===== src/rtl/nvio_agen_pkg.sv =====
// Shared defaults and types for the agen scheduler.
package nvio_agen_pkg;

  localparam int unsigned DefQEntries = 8;
  localparam int unsigned DefTagW     = 3;
  localparam int unsigned DefWid      = 80;

  typedef logic [DefTagW-1:0] agen_tag_t;

  typedef struct packed {
    logic              v;
    agen_tag_t         id;
    logic [DefWid-1:0] ma;
    logic [DefWid-1:0] res2;
  } agen_res_t;

endpackage


===== src/rtl/agen_rr_pick.sv =====
// Round-robin picker: first set bit of mask_i at or after start_i, wrapping, optionally
// skipping one id.
module agen_rr_pick
  import nvio_agen_pkg::*;
#(
  parameter int unsigned QENTRIES = DefQEntries,
  parameter int unsigned TAGW     = DefTagW
) (
  input  logic [QENTRIES-1:0] mask_i,
  input  logic [TAGW-1:0]     start_i,
  input  logic                excl_v_i,
  input  logic [TAGW-1:0]     excl_id_i,
  output logic                found_o,
  output logic [TAGW-1:0]     id_o
);

  logic [TAGW-1:0] idx;

  // Scan QENTRIES positions from start_i; TAGW-bit arithmetic wraps modulo QENTRIES.
  always_comb begin
    found_o = 1'b0;
    id_o    = '0;
    idx     = '0;
    for (int unsigned k = 0; k < QENTRIES; k++) begin
      idx = start_i + TAGW'(k);
      if (!found_o && mask_i[idx] && !(excl_v_i && (idx == excl_id_i))) begin
        found_o = 1'b1;
        id_o    = idx;
      end
    end
  end

endmodule


===== src/rtl/agen_sched.sv =====
// Issues up to two ready load/store queue entries per cycle onto two agen units and
// holds each unit's result until the memory queue takes it.
module agen_sched
  import nvio_agen_pkg::*;
#(
  parameter int unsigned QENTRIES = DefQEntries,
  parameter int unsigned TAGW     = DefTagW,
  parameter int unsigned WID      = DefWid
) (
  input  logic                clk,
  input  logic                rst_n,
  input  logic [QENTRIES-1:0] req_v,
  output logic [QENTRIES-1:0] issue_ack,
  output logic [1:0]          issue_v,
  output logic [2*TAGW-1:0]   issue_id,
  input  logic [1:0]          agen_idle,
  input  logic [2*WID-1:0]    agen_ma,
  input  logic [2*WID-1:0]    agen_res2,
  input  logic                kill_v,
  input  logic [QENTRIES-1:0] kill_mask,
  output logic [1:0]          res_v,
  output logic [2*TAGW-1:0]   res_id,
  output logic [2*WID-1:0]    res_ma,
  output logic [2*WID-1:0]    res_res2,
  input  logic [1:0]          res_rdy,
  output logic [31:0]         issue_cnt
);

  logic [QENTRIES-1:0] elig;
  logic [1:0]          avail;
  logic                found0, found1;
  logic [TAGW-1:0]     p0, p1, p1_start, last;

  logic [TAGW-1:0]     rr_q, rr_d;
  logic [1:0]          res_v_q, res_v_d;
  logic [2*TAGW-1:0]   res_id_q, res_id_d;
  logic [2*WID-1:0]    res_ma_q, res_ma_d;
  logic [2*WID-1:0]    res_res2_q, res_res2_d;
  logic [31:0]         cnt_q, cnt_d;
  logic [32:0]         cnt_sum;

  // Killed entries never issue; a unit is free if idle and its result slot drains this cycle.
  always_comb begin
    elig     = req_v & ~(kill_v ? kill_mask : '0);
    avail    = agen_idle & (~res_v_q | res_rdy);
    p1_start = p0 + TAGW'(1);
  end

  agen_rr_pick #(
    .QENTRIES (QENTRIES),
    .TAGW     (TAGW)
  ) u_pick0 (
    .mask_i    (elig),
    .start_i   (rr_q),
    .excl_v_i  (1'b0),
    .excl_id_i ('0),
    .found_o   (found0),
    .id_o      (p0)
  );

  agen_rr_pick #(
    .QENTRIES (QENTRIES),
    .TAGW     (TAGW)
  ) u_pick1 (
    .mask_i    (elig),
    .start_i   (p1_start),
    .excl_v_i  (found0),
    .excl_id_i (p0),
    .found_o   (found1),
    .id_o      (p1)
  );

  // Map picks onto available units; with a single free unit it always takes p0.
  always_comb begin
    issue_v   = '0;
    issue_id  = '0;
    issue_ack = '0;
    last      = p0;
    if (avail == 2'b11) begin
      if (found0) begin
        issue_v[0]          = 1'b1;
        issue_id[0 +: TAGW] = p0;
      end
      if (found1) begin
        issue_v[1]             = 1'b1;
        issue_id[TAGW +: TAGW] = p1;
        last                   = p1;
      end
    end else if (avail[0]) begin
      if (found0) begin
        issue_v[0]          = 1'b1;
        issue_id[0 +: TAGW] = p0;
      end
    end else if (avail[1]) begin
      if (found0) begin
        issue_v[1]             = 1'b1;
        issue_id[TAGW +: TAGW] = p0;
      end
    end
    for (int unsigned u = 0; u < 2; u++) begin
      if (issue_v[u]) issue_ack[issue_id[u*TAGW +: TAGW]] = 1'b1;
    end
  end

  // Next-state: pointer, result slots (grant > kill > drain), saturating grant counter.
  always_comb begin
    rr_d       = (|issue_v) ? last + TAGW'(1) : rr_q;
    res_v_d    = res_v_q;
    res_id_d   = res_id_q;
    res_ma_d   = res_ma_q;
    res_res2_d = res_res2_q;
    for (int unsigned u = 0; u < 2; u++) begin
      if (issue_v[u]) begin
        res_v_d[u]              = 1'b1;
        res_id_d[u*TAGW +: TAGW] = issue_id[u*TAGW +: TAGW];
        res_ma_d[u*WID +: WID]   = agen_ma[u*WID +: WID];
        res_res2_d[u*WID +: WID] = agen_res2[u*WID +: WID];
      end else if (kill_v && kill_mask[res_id_q[u*TAGW +: TAGW]]) begin
        res_v_d[u] = 1'b0;
      end else if (res_rdy[u]) begin
        res_v_d[u] = 1'b0;
      end
    end
    cnt_sum = {1'b0, cnt_q} + 33'(issue_v[0]) + 33'(issue_v[1]);
    cnt_d   = cnt_sum[32] ? '1 : cnt_sum[31:0];
  end

  // State registers; reset drops any held results.
  always_ff @(posedge clk or negedge rst_n) begin
    if (!rst_n) begin
      rr_q       <= '0;
      res_v_q    <= '0;
      res_id_q   <= '0;
      res_ma_q   <= '0;
      res_res2_q <= '0;
      cnt_q      <= '0;
    end else begin
      rr_q       <= rr_d;
      res_v_q    <= res_v_d;
      res_id_q   <= res_id_d;
      res_ma_q   <= res_ma_d;
      res_res2_q <= res_res2_d;
      cnt_q      <= cnt_d;
    end
  end

  assign res_v     = res_v_q;
  assign res_id    = res_id_q;
  assign res_ma    = res_ma_q;
  assign res_res2  = res_res2_q;
  assign issue_cnt = cnt_q;

endmodule


===== config.mk =====
export PLATFORM = sky130hd
export DESIGN_NAME = agen_sched
export DESIGN_NICKNAME = d
export VERILOG_FILES = /design/src/rtl/nvio_agen_pkg.sv /design/src/rtl/agen_rr_pick.sv /design/src/rtl/agen_sched.sv
export SDC_FILE = /design/constraint.sdc
export NUM_CORES = 1
export LEC_CHECK = 0
export BUFFER_PORTS_ARGS = -buffer_cell sky130_fd_sc_hd__clkbuf_2
export CAP_MARGIN = 10
export CORE_AREA = 2 2 282 284
export CTS_CLUSTER_DIAMETER = 120
export DETAILED_ROUTE_END_ITERATION = 10
export DIE_AREA = 0 0 284 286
export PLACE_DENSITY = 0.51
export SKIP_CTS_REPAIR_TIMING = 1
export SYNTH_ARGS = -nofsm -noshare
export SYNTH_HDL_FRONTEND = slang
export SYNTH_SLANG_ARGS = --single-unit

===== constraint.sdc =====
create_clock -name clk -period 7.1 [get_ports clk]
set_input_delay 0.71 -clock clk [delete_from_list [all_inputs] [get_ports clk]]
set_output_delay 0.71 -clock clk [all_outputs]
set_load 0.005 [all_outputs]

* Word level (Yosys, flattened, before mapping)
Index checks and enable logic that the tools add are counted.
Storage, ports and cells: flip-flop bits (word level) 363, bits of input ports 343, output and inout port bits 376, logic and storage cells 220
Operators by class: add/subtract/negate cells 18, $lt $le $gt $ge 22, equal/unequal tests 9, muxes and demuxes 96, bitwise logic cells 6, reductions and logical operators 59
Operators by type and width (count):
- 3-bit by 4-bit less-than comparator with 1-bit output, second input constant | 20
- 3-bit two-way mux | 23
- 1-bit binary-select mux with 3-bit select | 18
- 1-bit two-way mux | 47
- 1-bit logical AND | 34
- 32-bit by 1-bit adder with 33-bit output | 1
- 33-bit by 1-bit adder with 33-bit output | 1
- 32-bit two-way mux | 1
- 3-bit adder, second input constant | 8
- 3-bit equality test | 8
- 8-bit two-way mux | 3
- 1-bit logical NOT | 22
- 3-bit by 1-bit adder with 3-bit output, second input constant | 4
- 3-bit by 2-bit adder with 3-bit output, second input constant | 4
- 8-bit bitwise AND | 1
- 8-bit inverter | 1
- 8-bit OR | 1
- 1-bit demux with 3-bit select | 2
- 3-bit by 1-bit >= comparator with 1-bit output, second input constant | 2
- 6-bit two-way mux | 1
- 3-bit nonzero test | 2
- 2-bit bitwise AND | 1
- 2-bit equality test, second input constant | 1
- 2-bit two-way mux | 1
- 3 further kinds | 3

* Longest topological paths before layout
depth in word-level cells 70, gate-level depth with buffers 37, mapped depth without buffers 31

* Cells and area by module
From an unflattened synthesis, not the netlist that was laid out.
Unflattened totals: cells, all modules 1857, area, all modules 16469.5 um2
By module, submodules not included:
- agen_sched | instances 1, cells an instance 1627, area an instance 14560.2 um2
- agen_rr_pick | instances 2, cells an instance 115, area an instance 954.7 um2

* Worst setup path before layout
Ideal clock, no wire load.
kind reg2reg, from register rr_q[0], to register cnt_q[28] (netlist: issue_cnt[28]), data arrival time 7.603 ns, required time 6.973 ns, path slack -0.630 ns, cell stages (with the launch flop) 35, clock period less this slack 7.730 ns, path through dfrtp_1 > buf_6 > buf_6 > inv_1 > ha_1 > clkbuf_1 > clkinv_1 > mux4_2 > a2111o_1 > o211a_2 > o22ai_2 > buf_4 > clkbuf_1 > ha_1 > clkbuf_1 > clkbuf_1 > nor4_1 > nor4_1 > or3_4 > o31ai_4 > and2_1 > inv_2 > clkbuf_1 > fa_1 > ha_1 > nand3_1 > nor2_1 > nand2_1 > nor2_1 > and2_1 > inv_1 > nor2_1 > nand3_1 > a31oi_1 > mux2i_1
Between the ends: longest elaborated chain between the ends 62, elaborated cells between the ends (all ways) 140, classes of those cells add/sub (17); eq/ne (8); mux (63); reduce/logical (52)
RTL lines:
- start, declared | RTL line agen_sched.sv:34 | logic [TAGW-1:0] rr_q, rr_d;
- start signal, assigned | RTL line agen_sched.sv:138 | rr_q <= rr_d;
- parallel branches: the longest is 59 deep, another holds 3-bit by 1-bit adder with 3-bit output
- 2-bit two-way mux * | RTL line agen_sched.sv:79 | if (avail == 2'b11) begin
- net issue_v[1] | RTL line agen_sched.sv:14 | output logic [1:0] issue_v,
- 33-bit by 1-bit adder with 33-bit output * | RTL line agen_sched.sv:124 | cnt_sum = {1'b0, cnt_q} + 33'(issue_v[0]) + 33'(issue_v[1]);
- 32-bit two-way mux * | RTL line agen_sched.sv:125 | cnt_d = cnt_sum[32] ? '1 : cnt_sum[31:0];
- net cnt_d[28] | RTL line agen_sched.sv:39 | logic [31:0] cnt_q, cnt_d;
- end signal, assigned | RTL line agen_sched.sv:143 | cnt_q <= cnt_d;
- end, declared | RTL line agen_sched.sv:39
Mark *: on every way through the listed nets, which the timed path passes. The select of a mux whose other input is x is not followed. A chain may end at the register's enable or synchronous reset.

* Worst setup path after layout
from register rr_q[0], to output issue_ack[4]
Between the ends: longest elaborated chain between the ends 66, elaborated cells between the ends (all ways) 164, classes of those cells add/sub (15); order compare (4); eq/ne (8); mux (82); bitwise (1); reduce/logical (54)
RTL lines:
- parallel branches: the longest is 65 deep, another holds 3-bit by 1-bit adder with 3-bit output
- 8-bit two-way mux * | RTL line agen_sched.sv:101 | if (issue_v[u]) issue_ack[issue_id[u*TAGW +: TAGW]] = 1'b1;
- end, declared | RTL line agen_sched.sv:13 | output logic [QENTRIES-1:0] issue_ack,
Every way passes the cells marked *. The select of a mux whose other input is x is not followed.

==> flow_summary_export.csv <==
group,metric,value,unit
drt,vias_per_cell,4.22,
yosys,synth.yosys.seq_area_share,55.4,%
global_routing,grt_use_total,16.0,%
run_status,status,"finished, final reports clean",
yosys,synth-edff-count,0,
power,leakagePower,12.8,nW
power,power_frac_seq,22.6,%
drt,drt-wirelength-per-cell,18.7,microns
worst_setup_path,critical_path_cell_list,"buf_12, inv_1, ha_1, xnor2_2, mux4_2, nor4b_4, buf_4, and4bb_1, o22ai_2, ha_4, mux4_2, or2_2, o31ai_1, buf_4, o22a_4, a21oi_1, o211ai_1, o221a_2, inv_2, o32ai_1, clkbuf_2",
power,total_switching_power,6.83,mW
worst_setup_path,path_class,"reg2out",
yosys,count_of_state_elements_after_synthesis,363,
clock_network,clockRootBuffer,"sky130_fd_sc_hd__clkbuf_16",
timing,final.period_utilization,96.4,%
layout,area_growth_syn_to_layout,42.1,%
yosys,netlist_instances,1864,
placed_design,placement.cell_area,0.0214,sq mm
worst_setup_path,cp_slowest_stage_delay,0.58,ns
yosys,synth.avg_cell_area,8.80,sq um
worst_setup_path,regToRegSetupSlack,0.39,ns
power,cellPowerDensity,647,mW/mm^2
power,internal_power,8.25,mW
clock_network,numCtsBuffers,46,
worst_setup_path,crit_required,6.39,ns
layout,finalInstanceArea,0.0233,sq mm
drt,count_of_unresolved_drc_violations_after_routing,0,
floorplan,io_pins,719,
clock_network,worst_skew_pair.late_latency,0.58,ns
layout,nets,2941,
placed_design,globalplace.congestion,0.857,
drt,antenna_violating_nets_post_route,0,
timing,setup_slack,0.255,ns
yosys,netlist.top_cell.by_area,"sky130_fd_sc_hd__dfrtp_1",
layout,most_frequent_cells_in_the_layout,"sky130_fd_sc_hd__nand2_1, sky130_fd_sc_hd__clkbuf_2, sky130_fd_sc_hd__dfrtp_1",
worst_setup_path,worst_r2r_path_depth,29,
drt,detail_route.wirelength,68900,microns
global_routing,via_count_of_the_first_global_routing_pass,15200,
clock_network,max-clock-path-buffers,3,
timing,worst_slew_pin_slew,0.944,ns
timing,fmaxAchievable,146,MHz
worst_setup_path,critical_path_peak_fanout,11,
layout,n_fill_cell,8515,
placed_design,post-dp-hpwl,50000,microns
worst_setup_path,start_kind,"flop",
floorplan,fp-row-count,103,
worst_setup_path,crit_path_end_kind,"output port",
worst_setup_path,timing.rr.start,"rr_q[0]",
timing,endpoints_failing_setup,0,
clock_network,cts_sinks,363,
drt,detailedRoute.firstPassIterationCount,5,
floorplan,floorplan.die_area,0.0812,sq mm
power,combPwrFrac,61.2,%
yosys,yosysTopAreaCellShare,55.4,%
layout,leading_cell_type_in_the_layout_fill_and_taps_excluded,"sky130_fd_sc_hd__nand2_1",
floorplan,initial_utilization,20.9,%
power,clock_share_of_power,16.2,%
worst_hold_path,hp-class,"in2async",
layout,final_layout_size_suffix_gt1_share,35.5,%
floorplan,design.core.area,0.0784,sq mm
global_routing,grt_overflow_total,0,
clock_network,tritoncts,"done",
yosys,async_reset_ff_share,100,%
yosys,synth_fp_nets,2214,
power,post_route_total_power,15.1,mW
yosys,synthTopCellsByArea,"sky130_fd_sc_hd__dfrtp_1, sky130_fd_sc_hd__nand2_1, sky130_fd_sc_hd__mux4_2, sky130_fd_sc_hd__mux2i_1, sky130_fd_sc_hd__clkbuf_1",
timing,max_slew_margin,36.5,%
layout,finish.cell_count_without_fillers,3684,
worst_setup_path,r2r-end,"issue_cnt[28]",
timing,worst_clock_skew,0.0197,ns
placed_design,place.detailed.instances,3585,
global_routing,grt_antenna_before_repair,14,
clock_network,cts-htree-levels,2,
yosys,ys.warnings.count,0,
worst_setup_path,worstPathArrival,6.14,ns
placed_design,port_bufs,718,
worst_setup_path,worst_path_max_delay_cell,"sky130_fd_sc_hd__mux4_2",
placed_design,dpl_worst_slack,0.0294,ns
yosys,mapped_area,0.0164,sq mm
global_routing,grt_first_pass_wirelength,98600,microns
drt,detailroute.via_count,15500,
power,power_switching_share,45.3,%
timing,hold_violations,0,
flow_run,maxCapViolCount,0,
global_routing,pin_count_of_the_biggest_net_entering_global_routing,165,
yosys,synth.lib_cells_used.distinct,77,
timing,final_max_slew_viol_count,0,
power,power.ir.vdd_worst,0.595,mV
floorplan,die-width,284,microns
timing,timing.final.crit_period,6.85,ns
floorplan,fp.dieH,286,microns
drt,drt_iter0_drc,680,
clock_network,clk_transition_reported_paths,0.06,ns
yosys,synth_ff_type,"sky130_fd_sc_hd__dfrtp_1",
metrics by stage:
stage | hold slack [ns] | setup TNS, ns | util (%)
after floorplan | 0.414 | 0 | -
after global placement | 0.449 | 0 | 27.3
after detailed placement | 0.454 | 0 | 27.3
after CTS | 0.148 | -1.54 | 29.3
after global routing | 0.195 | -0.0148 | 29.7
final | 0.147 | 0 | 29.7
power by group through the flow:
stage | sequential (mW) | clock, mW | combinational, mW
6_report | 3.41 | 2.45 | 9.22
5_1_grt | 3.52 | 2.62 | 10.0
4_1_cts | 3.41 | 2.55 | 8.60
3_5_place_dp | 3.42 | 0 | 8.58
3_3_place_gp | 3.41 | 0 | 8.65
2_1_floorplan | 3.46 | 0 | 5.13
Yosys cell counts (10+ instances only):
master / n
sky130_fd_sc_hd__nand2_1: 1012
sky130_fd_sc_hd__dfrtp_1: 363
sky130_fd_sc_hd__clkbuf_1: 49
sky130_fd_sc_hd__nor2_1: 38
sky130_fd_sc_hd__a21oi_1: 32
sky130_fd_sc_hd__buf_2: 29
sky130_fd_sc_hd__nand3_1: 29
sky130_fd_sc_hd__mux2i_1: 28
sky130_fd_sc_hd__mux4_2: 18
sky130_fd_sc_hd__a21o_1: 15
sky130_fd_sc_hd__o21ai_0: 15
sky130_fd_sc_hd__xor2_1: 15
sky130_fd_sc_hd__and3_1: 13
sky130_fd_sc_hd__xnor2_1: 13
sky130_fd_sc_hd__buf_1: 10
cell type report:
| cell class | instances | area, sq um | share of cell area [%] |
|---|---|---|---|
| flip-flops and latches | 363 | 9080 | 39.0 |
| multi-input cells | 1390 | 7040 | 30.2 |
| repair buffers | 773 | 4180 | 18.0 |
| well taps | 1050 | 1310 | 5.64 |
| clock buffers | 64 | 1310 | 5.62 |
| clock inverters | 20 | 259 | 1.11 |
| inverters | 17 | 82.6 | 0.355 |
| diodes | 7 | 17.5 | 0.0752 |
metal layers:
layer	global-route usage, %	up-vias	wire length [microns]
li1	-	7468	-
met1	19.7	7327	28500
met2	26.1	604	32500
met3	5.43	115	5710
met4	5.24	16	2090
met5	0	-	103
cell families (layout without fill, tap and decap cells):
logic type / Yosys count / in the layout / synth area share, %
simple gates: 1155 / 1155 / 28.1
xor+xnor: 29 / 29 / 1.63
other cells: 0 / 7 / 0
buf+inv: 111 / 874 / 2.95
fa+ha+maj: 7 / 7 / 0.580
compound gates: 137 / 137 / 5.99
mux: 62 / 62 / 5.31
flops: 363 / 363 / 55.4
flip-flops by register name (all words and copies together), names as in the netlist:
register and cells:
res_id 6, res_v 2, res_ma 160, rr_q 3, issue_cnt 32, res_res2 160
worst max-delay path by stage:
stage / from / to / slack [ns] / cells past startpoint
5_1_grt: rr_q[0] / issue_ack[4] / -0.01 / 24
3_3_place_gp: kill_mask[1] / issue_cnt[28] / 0.11 / 29
6_report: rr_q[0] / issue_ack[4] / 0.25 / 21
4_1_cts: rr_q[0] / issue_ack[4] / -0.37 / 21
3_5_place_dp: kill_mask[0] / issue_cnt[28] / 0.03 / 33
2_1_floorplan: rr_q[0] / issue_cnt[26] / 0.02 / 33
critical path, delay by kind of cell (launching register included):
| kind | cells | cell delay [ns] |
|---|---|---|
| flip-flops | 1 | 0.42 |
| multiplexers | 2 | 1.14 |
| adder cells (fa/ha/maj) | 2 | 0.61 |
| XOR/XNOR | 1 | 0.20 |
| AO/OA/AOI/OAI | 7 | 1.41 |
| buffers and inverters | 6 | 0.85 |
| AND/OR/NAND/NOR | 3 | 0.91 |
No activity file was read; power rests on OpenSTA's default activity.
